==> config.mk <==
export PLATFORM = sky130hd
export DESIGN_NAME = mult_div_unit
export DESIGN_NICKNAME = d
export VERILOG_FILES = /design/src/rtl/md_pkg.sv /design/src/rtl/md_fsm.sv /design/src/rtl/mult_div_unit.sv
export SDC_FILE = /design/constraint.sdc
export NUM_CORES = 1
export LEC_CHECK = 0
export BUFFER_PORTS_ARGS = -buffer_cell sky130_fd_sc_hd__buf_4
export CORE_ASPECT_RATIO = 1.4
export CORE_UTILIZATION = 45
export DETAILED_ROUTE_END_ITERATION = 10
export SKIP_LAST_GASP = 1
export SLEW_MARGIN = 10
export SYNTH_ARGS = -nofsm -noshare
export SYNTH_HDL_FRONTEND = slang
export SYNTH_SLANG_ARGS = --single-unit
==> constraint.sdc <==
create_clock -name clk -period 9.66 [get_ports clk]
set_input_delay 0.483 -clock clk [delete_from_list [all_inputs] [get_ports clk]]
set_output_delay 0.483 -clock clk [all_outputs]
set_load 0.05 [all_outputs]
==> src/rtl/md_pkg.sv <==
// Shared encodings for the multiply/divide unit: opcodes, FSM states and the default width.
package md_pkg;

  localparam int WIDTH_DEF = 32;

  typedef enum logic [1:0] {
    OP_MULT  = 2'b00,
    OP_MULTU = 2'b01,
    OP_DIV   = 2'b10,
    OP_DIVU  = 2'b11
  } op_e;

  typedef enum logic [2:0] {
    ST_IDLE = 3'd0,
    ST_LOAD = 3'd1,
    ST_ITER = 3'd2,
    ST_FIX  = 3'd3,
    ST_DONE = 3'd4
  } state_e;

  // Bit 0 of the opcode marks the unsigned forms; bit 1 selects divide.
  function automatic logic op_is_signed(input logic [1:0] op);
    return (op[0] == 1'b0);
  endfunction

endpackage

==> src/rtl/md_fsm.sv <==
// Sequencer for the multiply/divide unit: state register, iteration counter and
// the registered busy/done/div_zero status outputs.
module md_fsm
  import md_pkg::*;
#(
  parameter int WIDTH = WIDTH_DEF
) (
  input  logic   clk,
  input  logic   i_rst_n,
  input  logic   i_start,
  input  logic   i_div_op,
  input  logic   i_b_zero,
  output state_e o_state,
  output logic   o_busy,
  output logic   o_done,
  output logic   o_div_zero
);

  localparam int CW = $clog2(WIDTH) + 1;

  state_e        r_state;
  logic [CW-1:0] r_cnt;
  logic          r_busy;
  logic          r_done;
  logic          r_div_zero;

  // State transitions, iteration count and status flags, all registered.
  always_ff @(posedge clk or negedge i_rst_n) begin
    if (!i_rst_n) begin
      r_state    <= ST_IDLE;
      r_cnt      <= '0;
      r_busy     <= 1'b0;
      r_done     <= 1'b0;
      r_div_zero <= 1'b0;
    end else begin
      case (r_state)
        ST_IDLE: begin
          r_done     <= 1'b0;
          r_div_zero <= 1'b0;
          if (i_start) begin
            r_state <= ST_LOAD;
            r_busy  <= 1'b1;
          end else begin
            r_busy  <= 1'b0;
          end
        end
        ST_LOAD: begin
          r_cnt <= '0;
          // A zero divisor skips the iterations and reports straight away.
          if (i_div_op && i_b_zero) begin
            r_state    <= ST_DONE;
            r_busy     <= 1'b0;
            r_done     <= 1'b1;
            r_div_zero <= 1'b1;
          end else begin
            r_state <= ST_ITER;
          end
        end
        ST_ITER: begin
          if (r_cnt == CW'(WIDTH - 1)) begin
            r_state <= ST_FIX;
          end else begin
            r_cnt <= r_cnt + CW'(1);
          end
        end
        ST_FIX: begin
          r_state <= ST_DONE;
          r_busy  <= 1'b0;
          r_done  <= 1'b1;
        end
        ST_DONE: begin
          r_state    <= ST_IDLE;
          r_done     <= 1'b0;
          r_div_zero <= 1'b0;
        end
        default: begin
          r_state    <= ST_IDLE;
          r_cnt      <= '0;
          r_busy     <= 1'b0;
          r_done     <= 1'b0;
          r_div_zero <= 1'b0;
        end
      endcase
    end
  end

  assign o_state    = r_state;
  assign o_busy     = r_busy;
  assign o_done     = r_done;
  assign o_div_zero = r_div_zero;

endmodule

==> src/rtl/mult_div_unit.sv <==
// Iterative multiply/divide unit: radix-2 shift-add multiply and restoring divide
// on operand magnitudes, with sign fix-up before the HI/LO write.
module mult_div_unit
  import md_pkg::*;
#(
  parameter int WIDTH     = WIDTH_DEF,
  parameter bit SIGNED_EN = 1'b1
) (
  input  logic             clk,
  input  logic             reset_in,
  input  logic             start,
  input  logic [1:0]       op,
  input  logic [WIDTH-1:0] a,
  input  logic [WIDTH-1:0] b,
  output logic [WIDTH-1:0] hi,
  output logic [WIDTH-1:0] lo,
  output logic             busy,
  output logic             done,
  output logic             div_zero
);

  state_e             w_state;
  logic [1:0]         r_op;
  logic [WIDTH-1:0]   r_a;
  logic [WIDTH-1:0]   r_b;
  logic [WIDTH-1:0]   r_mag_a;
  logic [WIDTH-1:0]   r_mag_b;
  logic               r_neg_q;
  logic               r_neg_r;
  logic [2*WIDTH-1:0] r_acc;
  logic [WIDTH-1:0]   r_hi;
  logic [WIDTH-1:0]   r_lo;

  logic               w_signed;
  logic               w_b_zero;
  logic [WIDTH-1:0]   w_mag_a;
  logic [WIDTH-1:0]   w_mag_b;
  logic [WIDTH:0]     w_mul_sum;
  logic [2*WIDTH-1:0] w_mul_next;
  logic [WIDTH:0]     w_div_shift;
  logic [WIDTH-1:0]   w_div_diff;
  logic               w_div_ge;
  logic [2*WIDTH-1:0] w_div_next;
  logic [2*WIDTH-1:0] w_prod_fix;
  logic [WIDTH-1:0]   w_quo_fix;
  logic [WIDTH-1:0]   w_rem_fix;

  md_fsm #(.WIDTH(WIDTH)) u_fsm (
    .clk        (clk),
    .i_rst_n    (reset_in),
    .i_start    (start),
    .i_div_op   (r_op[1]),
    .i_b_zero   (w_b_zero),
    .o_state    (w_state),
    .o_busy     (busy),
    .o_done     (done),
    .o_div_zero (div_zero)
  );

  assign w_signed = SIGNED_EN && op_is_signed(r_op);
  assign w_b_zero = (r_b == '0);
  assign w_mag_a  = (w_signed && r_a[WIDTH-1]) ? -r_a : r_a;
  assign w_mag_b  = (w_signed && r_b[WIDTH-1]) ? -r_b : r_b;

  // Multiply: multiplier sits in the low half and is consumed LSB first.
  assign w_mul_sum  = {1'b0, r_acc[2*WIDTH-1:WIDTH]} + {1'b0, r_mag_a};
  assign w_mul_next = r_acc[0] ? {w_mul_sum, r_acc[WIDTH-1:1]}
                               : {1'b0, r_acc[2*WIDTH-1:1]};

  // Divide: accumulator is {partial remainder, dividend/quotient bits}.
  assign w_div_shift = {r_acc[2*WIDTH-1:WIDTH], r_acc[WIDTH-1]};
  assign w_div_ge    = (w_div_shift >= {1'b0, r_mag_b});
  assign w_div_diff  = w_div_shift[WIDTH-1:0] - r_mag_b;
  assign w_div_next  = {(w_div_ge ? w_div_diff : w_div_shift[WIDTH-1:0]),
                        r_acc[WIDTH-2:0], w_div_ge};

  assign w_prod_fix = r_neg_q ? -r_acc : r_acc;
  assign w_quo_fix  = r_neg_q ? -r_acc[WIDTH-1:0] : r_acc[WIDTH-1:0];
  assign w_rem_fix  = r_neg_r ? -r_acc[2*WIDTH-1:WIDTH] : r_acc[2*WIDTH-1:WIDTH];

  // Operand capture, magnitude/sign setup, iteration and result write-back.
  always_ff @(posedge clk or negedge reset_in) begin
    if (!reset_in) begin
      r_op    <= 2'b00;
      r_a     <= '0;
      r_b     <= '0;
      r_mag_a <= '0;
      r_mag_b <= '0;
      r_neg_q <= 1'b0;
      r_neg_r <= 1'b0;
      r_acc   <= '0;
      r_hi    <= '0;
      r_lo    <= '0;
    end else begin
      case (w_state)
        ST_IDLE: begin
          if (start) begin
            r_op <= op;
            r_a  <= a;
            r_b  <= b;
          end else begin
            r_op <= r_op;
          end
        end
        ST_LOAD: begin
          r_mag_a <= w_mag_a;
          r_mag_b <= w_mag_b;
          r_neg_q <= w_signed && (r_a[WIDTH-1] ^ r_b[WIDTH-1]);
          r_neg_r <= w_signed && r_a[WIDTH-1];
          r_acc   <= {{WIDTH{1'b0}}, (r_op[1] ? w_mag_a : w_mag_b)};
        end
        ST_ITER: begin
          r_acc <= r_op[1] ? w_div_next : w_mul_next;
        end
        ST_FIX: begin
          if (r_op[1]) begin
            r_hi <= w_rem_fix;
            r_lo <= w_quo_fix;
          end else begin
            {r_hi, r_lo} <= w_prod_fix;
          end
        end
        default: begin
          r_acc <= r_acc;
        end
      endcase
    end
  end

  assign hi = r_hi;
  assign lo = r_lo;

endmodule
# Word level (Yosys, flattened, before mapping)
# Cells that the tools add are included.
# W data, S select, Z words.
dict set report totals {
  wordCells 79
  inputBits 69
  out_inout_bits 67
  regBits 272
}
dict set report classes {
  n_eq_ne 9
  mux 24
  bitwise_logic 6
  add_sub_neg 8
  n_reduce_logical 16
  magnitude_cmp 1
}
# op count
set op_table {}
lappend op_table {{$mux W32} 8}
lappend op_table {{$mux W64} 3}
lappend op_table {{$neg A32 Y32} 4}
lappend op_table {{$pmux W64 S2} 1}
lappend op_table {{$neg A64 Y64} 1}
lappend op_table {{$add A32 B32 Y33} 1}
lappend op_table {{$ge A33 B32 Y1} 1}
lappend op_table {{$logic_not A32 Y1} 1}
lappend op_table {{$sub A32 B32 Y32} 1}
lappend op_table {{$pmux W3 S4} 1}
lappend op_table {{$pmux W6 S2} 1}
lappend op_table {{$reduce_and A2 Y1} 6}
lappend op_table {{$mux W3} 3}
lappend op_table {{$add A6 B1 Y6 const B} 1}
lappend op_table {{$eq A3 B2 Y1 const B} 2}
lappend op_table {{$eq A6 B5 Y1 const B} 1}
lappend op_table {{$mux W6} 1}
lappend op_table {{$pmux W1 S3} 2}
lappend op_table {{$not A1 Y1} 5}
lappend op_table {{$logic_and A1 B1 Y1} 4}
lappend op_table {{$ne A2 B1 Y1 const B} 2}
lappend op_table {{$ne A2 B2 Y1 const B} 2}
lappend op_table {{$reduce_or A2 Y1} 2}
lappend op_table {{$eq A3 B1 Y1 const B} 1}
lappend op_table {{other kinds (7)} 9}

# Longest topological paths before layout
# Gate-level depths: netlist of the first run.
dict set report depth {
  depth_word 5
  ltp_mapped 14
}

# Cells and area by module
# A second synthesis of the first run with hierarchy kept.
dict set report unflattened {
  cells_unflattened 2093
  area_unflattened_um2 18008.5
}
# mod area_each_um2 cells_each instances seq_area_each_um2
set by_module_without_submodules {}
lappend by_module_without_submodules {mult_div_unit 17285.3 2019 1 6506.2}
lappend by_module_without_submodules {md_fsm 723.2 74 1 300.3}

# Least setup slack after synthesis of the first run
# Ideal clock, no wire load.
dict set report synth_timing {
  kind {register to register}
  startpoint {reg r_acc[47]}
  endpoint {reg r_acc[52]}
  n_path_buf 1
  t_arrival_ps 2988
  path_slack_ps 6536
  setup_time_ps 136
  stages_incl_launch_ff 13
  cell_sequence {dfrtp_1 ha_1 a21o_1 a31o_2 a221o_1 or3b_2 o211ai_1 a21oi_1 buf_2 mux2i_1 nor2_1 a221oi_1 o21ai_0}
}
dict set report synth_between {
  elab_chain_cells 4
}
# item line
set synth_rtl {}
lappend synth_rtl {{start: declaration} mult_div_unit.sv:30} ;# logic [2*WIDTH-1:0] r_acc;
lappend synth_rtl {{start signal: assignment} mult_div_unit.sv:110} ;# r_acc <= {{WIDTH{1'b0}}, (r_op[1] ? w_mag_a : w_mag_b)};
lappend synth_rtl {{start signal: assignment} mult_div_unit.sv:113} ;# r_acc <= r_op[1] ? w_div_next : w_mul_next;
lappend synth_rtl {{start signal: assignment} mult_div_unit.sv:124} ;# r_acc <= r_acc;
lappend synth_rtl {{$add A32 B32 Y33 (tied with other cells)} mult_div_unit.sv:66} ;# assign w_mul_sum = {1'b0, r_acc[2*WIDTH-1:WIDTH]} + {1'b0, r_mag_a};
lappend synth_rtl {{$mux W64 or $mux W32 (tied branches)} {mult_div_unit.sv:67, mult_div_unit.sv:74}}
lappend synth_rtl {{$mux W64 *} mult_div_unit.sv:113}
lappend synth_rtl {{$pmux W64 S2 *} mult_div_unit.sv:95} ;# case (w_state)
# Mark *: on every way between the ends. The rest lies on a longest branch, timed or not.
# A chain may end at the register's enable or synchronous reset.

# Worst setup path after layout of the first run
dict set report layout_timing {
  startpoint {reg r_acc[37]}
  endpoint {reg r_acc[52]}
}
# The elaborated chain is that of the path after synthesis.

==> results.md, run 1 <==
* Status: finished, final reports clean
* Fin crit period at 3870 ps
* Multi-input gate area at between 10000 and 15000 um2
* Initial antenna violation count at 0
* Register Area at ~6800 um2
* Critical path launch point type: flip-flop
* Vias in the first global route at 14984
* # clock sinks at 272
* Critical Path AT at 4300 ps
* Worst EP required at a little over 10000 ps
* TritonCTS clock tree: built
* Hold/Removal Path Class: in2async
* Synth Area in Simple Gates at about 16%
* Post-cts sizing count at 0
* Hold Vio Cnt, Final at 0
* Finish-stage setup viols at 0
* Layout fillers at approximately 3700
* Dominant synthesized flop cell: dfrtp_1
* Num CTS Buffers at 28
* Fmax at 258 MHz
* Tcrit/Tclk final at roughly two fifths
* Full die area at around 40000 um2
* Total number of vias at 15723
* Post-Route Setup TNS at 0 ps
* Fraction of layout cells with a size suffix above 1 at a little over an eighth
* Final instance area at about 20000 um2
* # hold bufs at CTS at 0
* Starting Density at around 46%
* Num rows at 85
* Nets at ~2300
* WS Path Type: reg2reg
* IO Pins at 136
* Mux contribution to synthesized area at approximately 7.2%
* DR pass1 iterations at 5
* Final core utilization at around half
* Antenna cells at 0
* Post-synth EDFFs at 0
* Clock buffer depth at 3
* Worst Path Buf+Inv at 1
* Max-slew violations at 0
* Async SR Flop Fraction at 100%
* Post-synthesis xor/xnor area fraction at about 8.4%
* Die X at roughly 170 um
* Mean area per synthesized cell at between 8 and 9 um2
* Detail Placement HPWL at 43.2 mm
* Max stage delay cell, worst path: dfrtp_1
* Synth warn at 0
* WP depth at 12
* Post-Syn Nets at roughly 2200
* Starting DRT DRC Count at around 1200
* Die Y at between 200 and 250 um
* DRC at 0
* CTS root buf: clkbuf_16
* Post-synthesis sequential area ratio at between 30% and 40%
* Post-route insts no fill at 2668
* Distinct cells, synth at 75
* Drt via density at between 5 and 6
* Setup Buffers After CTS at 0
* Mapped Area at roughly 18000 um2
* CTS H-tree depth at 1
* GPL Wtd Cong at about 0.99
* Clk slew on worst S/H paths at approximately 70 ps
* CP endpoint kind: flip-flop
* Worst slew pin tran at 1190 ps
* Largest family of logic cells by synthesized area: compound AO/OA/AOI/OAI gates
* Largest net degree at the start of global routing at 132
* Routed WL at 57.5 mm
* GRT Resource Usage Total at 28.6%
* Insertion delay of the later-clocked pin in the worst-skew pair at around 570 ps
* Area growth syn-to-layout at 12.9%
* Worst path top cell family by delay: compound AO/OA/AOI/OAI gates
* R2R cell count at 12
* First-pass GRT wire length at 88.0 mm
* Critical Path Fanout Max at 30
* Seq cells post-synth at roughly 270
* Port-buffer cells at 135
* Post-synthesis adder-cell area fraction at slightly above 5%
* Core Area at 38700 um2
* Max-capacitance violation count at 0
* Placed Area at 19200 um2
* Slowest stage delay, CP at roughly 490 ps
* Slew HR at about a fifth
* Clock Skew at around 16 ps
* Most common cell after layout, fill and taps aside: nand2_1
* Final ANT Viol Nets at 0
* Commonest non-fill, non-tap cells in the layout: 305 x nand2_1, 271 x dfrtp_1, 231 x o21ai_0
* GRT overflow at 0
* Unrepaired setup endpoints after global routing: no
* CP most frequent cell: o21ai_0
* CP Cell Sequence: ha_1 -> o21ai_0 -> a211o_1 -> a21o_1 -> a211oi_1 -> o211ai_1 -> a21oi_4 -> buf_4 -> mux2i_1 -> nor2_1 -> a221oi_1 -> o21ai_0
* Complex-gate fraction of the synthesized area at a little over a fifth
* Dpl cells at around 2600
* Post-Synthesis Cells at 2062
* DR WL/cell at approximately 22 um
Yosys cell counts, drive strengths merged, types with 11 or more instances:
| master | n | area (um2) |
|---|---|---|
| o21a | 11 | 82.6 |
| dfrtp | 272 | 6810 |
| ha | 69 | 863 |
| or4 | 13 | 101 |
| nand2b | 16 | 100 |
| buf | 16 | 71.3 |
| o21ai | 234 | 1170 |
| nor3 | 48 | 250 |
| a21o | 39 | 294 |
| a31oi | 24 | 150 |
| nand4 | 17 | 106 |
| nand2 | 307 | 1150 |
| clkbuf | 106 | 399 |
| inv | 66 | 248 |
| o221ai | 35 | 307 |
| xor2 | 84 | 736 |
| nor2 | 115 | 432 |
| nor2b | 21 | 131 |
| mux2 | 56 | 631 |
| nor4 | 14 | 93.8 |
| o41ai | 11 | 104 |
| mux2i | 65 | 651 |
| xnor2 | 87 | 762 |
| o31ai | 20 | 150 |
| a21oi | 140 | 701 |
| nand3 | 27 | 135 |
| a211oi | 21 | 163 |
| or3 | 15 | 93.8 |
flip-flops by register name, indices dropped and copies added, names as in the netlist:
register          count
r_mag_b              32
u_fsm.o_busy          1
r_a                  32
r_op                  2
u_fsm.o_div_zero      1
r_b                  32
u_fsm.o_state         3
r_neg_r               1
hi                   32
r_acc                64
r_neg_q               1
lo                   32
u_fsm.o_done          1
r_mag_a              32
u_fsm.r_cnt           6
worst reg2reg max path, cell delays in order, from the launching register on:
cell and delay, ps:
dfrtp_1 490, ha_1 420, o21ai_0 140, a211o_1 330, a21o_1 180, a211oi_1 390, o211ai_1 220, a21oi_4 450
buf_4 460, mux2i_1 250, nor2_1 50, a221oi_1 230, o21ai_0 120
cell type report:
type,instances,area share (%)
Clock buffer,46,4.22
Clock inverter,5,0.261
Inverter,66,1.23
Multi-Input combinational cell,1602,51.4
Sequential cell,272,33.8
Tap cell,522,3.25
Timing Repair Buffer,155,5.82
through the flow:
step,worst slack [ps],hold WS [ps]
after detailed placement,5890,471
after global placement,5910,465
final,5790,35.0
after CTS,5860,76.9
after floorplan,6540,187
after global routing,5550,118
metal layers:
| layer | part of all wire (%) | global-route usage (%) | vias to the layer above | routed length, um |
|---|---|---|---|---|
| met5 | 0 | 0 | - | 0 |
| met2 | 49 | 48.2 | 511 | 28200 |
| li1 | - | - | 7502 | - |
| met1 | 40 | 35.9 | 7583 | 23200 |
| met3 | 4.9 | 2.93 | 127 | 2810 |
| met4 | 5.9 | 15.1 | 0 | 3380 |
cell families after synthesis:
family / count (synthesis)
buffers and inverters: 188
AOI/OAI and AO/OA: 611
DFF: 272
and+or+nand+nor: 628
adders and majority gates: 71
xor gates and xnor gates: 171
muxes: 121
path summary, 6_finish.rpt:
check	startpoint	end	slack (ps)
worst max-delay path	r_acc[37]	r_acc[52]	5790
worst min-delay path	reset_in	lo[11]	30
min in group clk	b[1]	r_b[1]	120
worst min register to register	hi[23]	hi[23]	480
max in group asynchronous	reset_in	r_acc[30]	7920
worst max register to register	r_acc[37]	r_acc[52]	5790
Power of run 1 is left out: the tool's default activity adds up to more than one toggle a clock period on the data nets, which glitch-free logic cannot reach.
==> run 2: changes to the inputs <==
--- a/config.mk
+++ b/config.mk
@@ -5,6 +5,7 @@
 export SDC_FILE = /design/constraint.sdc
 export NUM_CORES = 1
 export LEC_CHECK = 0
+export ABC_AREA = 1
 export BUFFER_PORTS_ARGS = -buffer_cell sky130_fd_sc_hd__buf_4
 export CORE_ASPECT_RATIO = 1.4
 export CORE_UTILIZATION = 45
==> constraint.sdc (replaced) <==
create_clock -name clk -period 3.25 [get_ports clk]
set_input_delay 0.1625 -clock clk [delete_from_list [all_inputs] [get_ports clk]]
set_output_delay 0.1625 -clock clk [all_outputs]
set_load 0.05 [all_outputs]
==> run 2 against run 1 <==
  * Sequential cell count stayed put
  * Worst setup slack worse by 5700 ps
  * Synthesized area increased by 21%
  * Worst hold slack better by 92 ps
  * Critical endpoint is now r_acc[50]
  * Highest routed layer is now met5
  * Critical path type unchanged
  * Non-clock buffer count increased by 122
  * Routed wire length rose by 66%
  * Register-to-register slack got worse by 5700 ps
  * Cell area rose by 25%
  * Global-route usage up 11 points
  * Synthesized cell count is 67% higher
  * Critical path depth is 3 higher
==> results.md, run 2 <==
* CP endpoint kind: flip-flop
* Top-count cell post-synth: nand2_1
* Num CTS Buffers at 30
* Routed WL at around 96 mm
* CP Cell Sequence: ha_1 -> nand2_1 -> inv_1 -> nand2_1 -> nand2_1 -> inv_2 -> nand3_2 -> nand2_1 -> nand2_2 -> nand2_4 -> nand2_8 -> nor2_8 -> nand2_1 -> nand2_1 -> o21ai_1
* Worst slew pin tran at approximately 930 ps
* Nets at about 3800
* Worst path top cell family by delay: simple AND/OR/NAND/NOR gates
* Reg-to-reg critical path startpoint: r_acc[38]
* Die X at 187 um
* HP Start: start
* Insertion delay of the later-clocked pin in the worst-skew pair at between 600 and 700 ps
* Commonest cells post-synth: 1196 x nand2_1, 442 x inv_1, 348 x nor2_1, 289 x nand3_1, 272 x dfrtp_1
* Num rows at 94
* Worst Path Buf+Inv at 2
* Post-cts sizing count at 0
* Critical Path Fanout Max at 22
* Mapped Area at approximately 22000 um2
* Slowest stage delay, CP at just under 800 ps
* Post-synthesis sequential area ratio at between 30% and 40%
* DRC at 0
* Largest reg by FF count: r_acc
* IO Pins at roughly 140
* Unrepaired setup endpoints after global routing: no
* Most common cell after layout, fill and taps aside: nand2_1
* Post-Synthesis Cells at roughly 3400
* Dominant synthesized flop cell: dfrtp_1
* Met3 Use GR at under 10%
* Dpl cells at 4164
* Vias in the first global route at 23096
* Post-synth EDFFs at 0
* Routing usage on met1 at approximately 43%
* Full die area at between 40000 and 50000 um2
* Area leader, netlist: dfrtp_1
* Area growth syn-to-layout at 16.9%
* WS Path Type: reg2reg
* Tcrit/Tclk final at 96.0%
* Max-capacitance violation count at 0
* Fmax at between 300 and 400 MHz
* CTS H-tree depth at 1
* Synth warn at 0
* Mean area per synthesized cell at around 6.3 um2
* CP startpoint: r_acc[38]
* GPL Wtd Cong at between 1 and 1.5
* Max FFs per register at 64
* Max-slew violations at 0
* Most used routing layer: met2
* R2R cell count at 15
* Die Y at ~260 um
* Ranking of synthesized cells by area: dfrtp_1 32%, nand2_1 21%, inv_1 7.7%, nand3_1 6.7%, nor2_1 6.1%
* Finish-stage setup viols at 0
* Status: finished, final reports clean
* Total number of vias at between 20000 and 25000
* Final core utilization at 53.5%
* Hold/Removal Path Class: in2reg
* Commonest non-fill, non-tap cells in the layout: 1196 x nand2_1, 440 x inv_1, 346 x nor2_1
* GRT Resource Usage Total at around two fifths
* # clock sinks at 272
* Fraction of layout cells with a size suffix above 1 at about a tenth
* Post-route insts no fill at 4288
* DR WL/cell at between 20 and 25 um
* Post-Syn Nets at between 3000 and 4000
* Clock buffer depth at 3
* CP most frequent cell: nand2_1
* Slew HR at between 30% and 40%
* Setup Buffers After CTS at 0
* Post-Route Setup TNS at 0 ps
* Detail Placement HPWL at ~75 mm
* Seq cells post-synth at 272
* GRT overflow at 0
* Critical path launch point type: flip-flop
* Starting DRT DRC Count at about 2100
* Met2 Resource Use GR at between 60% and 70%
* Worst EP required at roughly 3800 ps
* Hold path depth at 3
* Top cell type's share of synthesized area at between 30% and 40%
* Clk slew on worst S/H paths at 60 ps
* Port-buffer cells at 135
* Max stage delay cell, worst path: dfrtp_1
* Final ANT Viol Nets at 0
* Async SR Flop Fraction at 100%
* Drt via density at 5.51
* First-pass GRT wire length at approximately 140 mm
* Hold Vio Cnt, Final at 0
* Clock Skew at between 20 and 25 ps
* Fin crit period at ~3100 ps
* Largest net degree at the start of global routing at 99
* Initial antenna violation count at 2
* DR pass1 iterations at 6
* Distinct cells, synth at between 50 and 60
* Critical Path AT at 3620 ps
* TritonCTS clock tree: built
* WP depth at 15
* CTS root buf: clkbuf_16
* Core Area at about 47000 um2
* Starting Density at between 40% and 50%
[run 2: timing repair]
action / in CTS / in global routing
endpoints found under the hold margin: 158 / 0
setup endpoints to repair: 0 / 0
hold buffers: 67 / 0
[run 2: worst register-to-register path, stage by stage (launching register included)]
cell	delay, ps
dfrtp_1	790
ha_1	420
nand2_1	150
inv_1	50
nand2_1	70
nand2_1	110
inv_2	70
nand3_2	140
nand2_1	130
nand2_2	80
nand2_4	140
nand2_8	170
nor2_8	310
nand2_1	110
nand2_1	190
o21ai_1	80
[run 2: path summary, 6_finish.rpt]
check / endpoint / slack [ps]
max: r_acc[50] / 130
min: u_fsm.o_busy / 130
max reg2reg: r_acc[50] / 130
min reg2reg: hi[31] / 480
max in group asynchronous: r_b[15] / 2090
min in group asynchronous: hi[21] / 170
[run 2: routing by layer]
layer / part of all wire (%) / vias to the layer above
met5: 0.014 / -
met4: 11 / 2
met3: 5.8 / 365
met2: 47 / 1020
met1: 37 / 10910
li1: - / 11321
[run 2: area by class of cell]
| type | count | area (um2) |
|---|---|---|
| clock inverters | 13 | 128 |
| clock buffers | 42 | 857 |
| flip-flops and latches | 272 | 6810 |
| repair buffers | 277 | 2300 |
| well taps | 624 | 781 |
| inverters | 458 | 1720 |
| fillers | 4731 | 21900 |
| multi-input cells | 2600 | 12600 |
| diodes | 2 | 5.00 |
[run 2: through the flow]
| stage | instance area [um2] | hold WS (ps) | setup slack [ps] |
|---|---|---|---|
| final | 25200 | 127 | 131 |
| after global routing | 25200 | 154 | 58.5 |
| after CTS | 25200 | 97.1 | 248 |
| after detailed placement | 23600 | 277 | 259 |
| after global placement | 23600 | 264 | 235 |
| after floorplan | 21600 | -133 | 839 |
[run 2: cells by family (layout without fill, tap and decap cells)]
group	after synthesis	count (layout)	synth area share, %
DFF	272	272	31.5
adders and majority gates	71	71	4.19
xor gates and xnor gates	100	100	4.06
buffers and inverters	569	790	10.1
and+or+nand+nor	1986	1986	38.4
other	0	2	0
AOI/OAI and AO/OA	430	430	11.0
muxes	13	13	0.679
Power of run 2 is left out for the same reason.
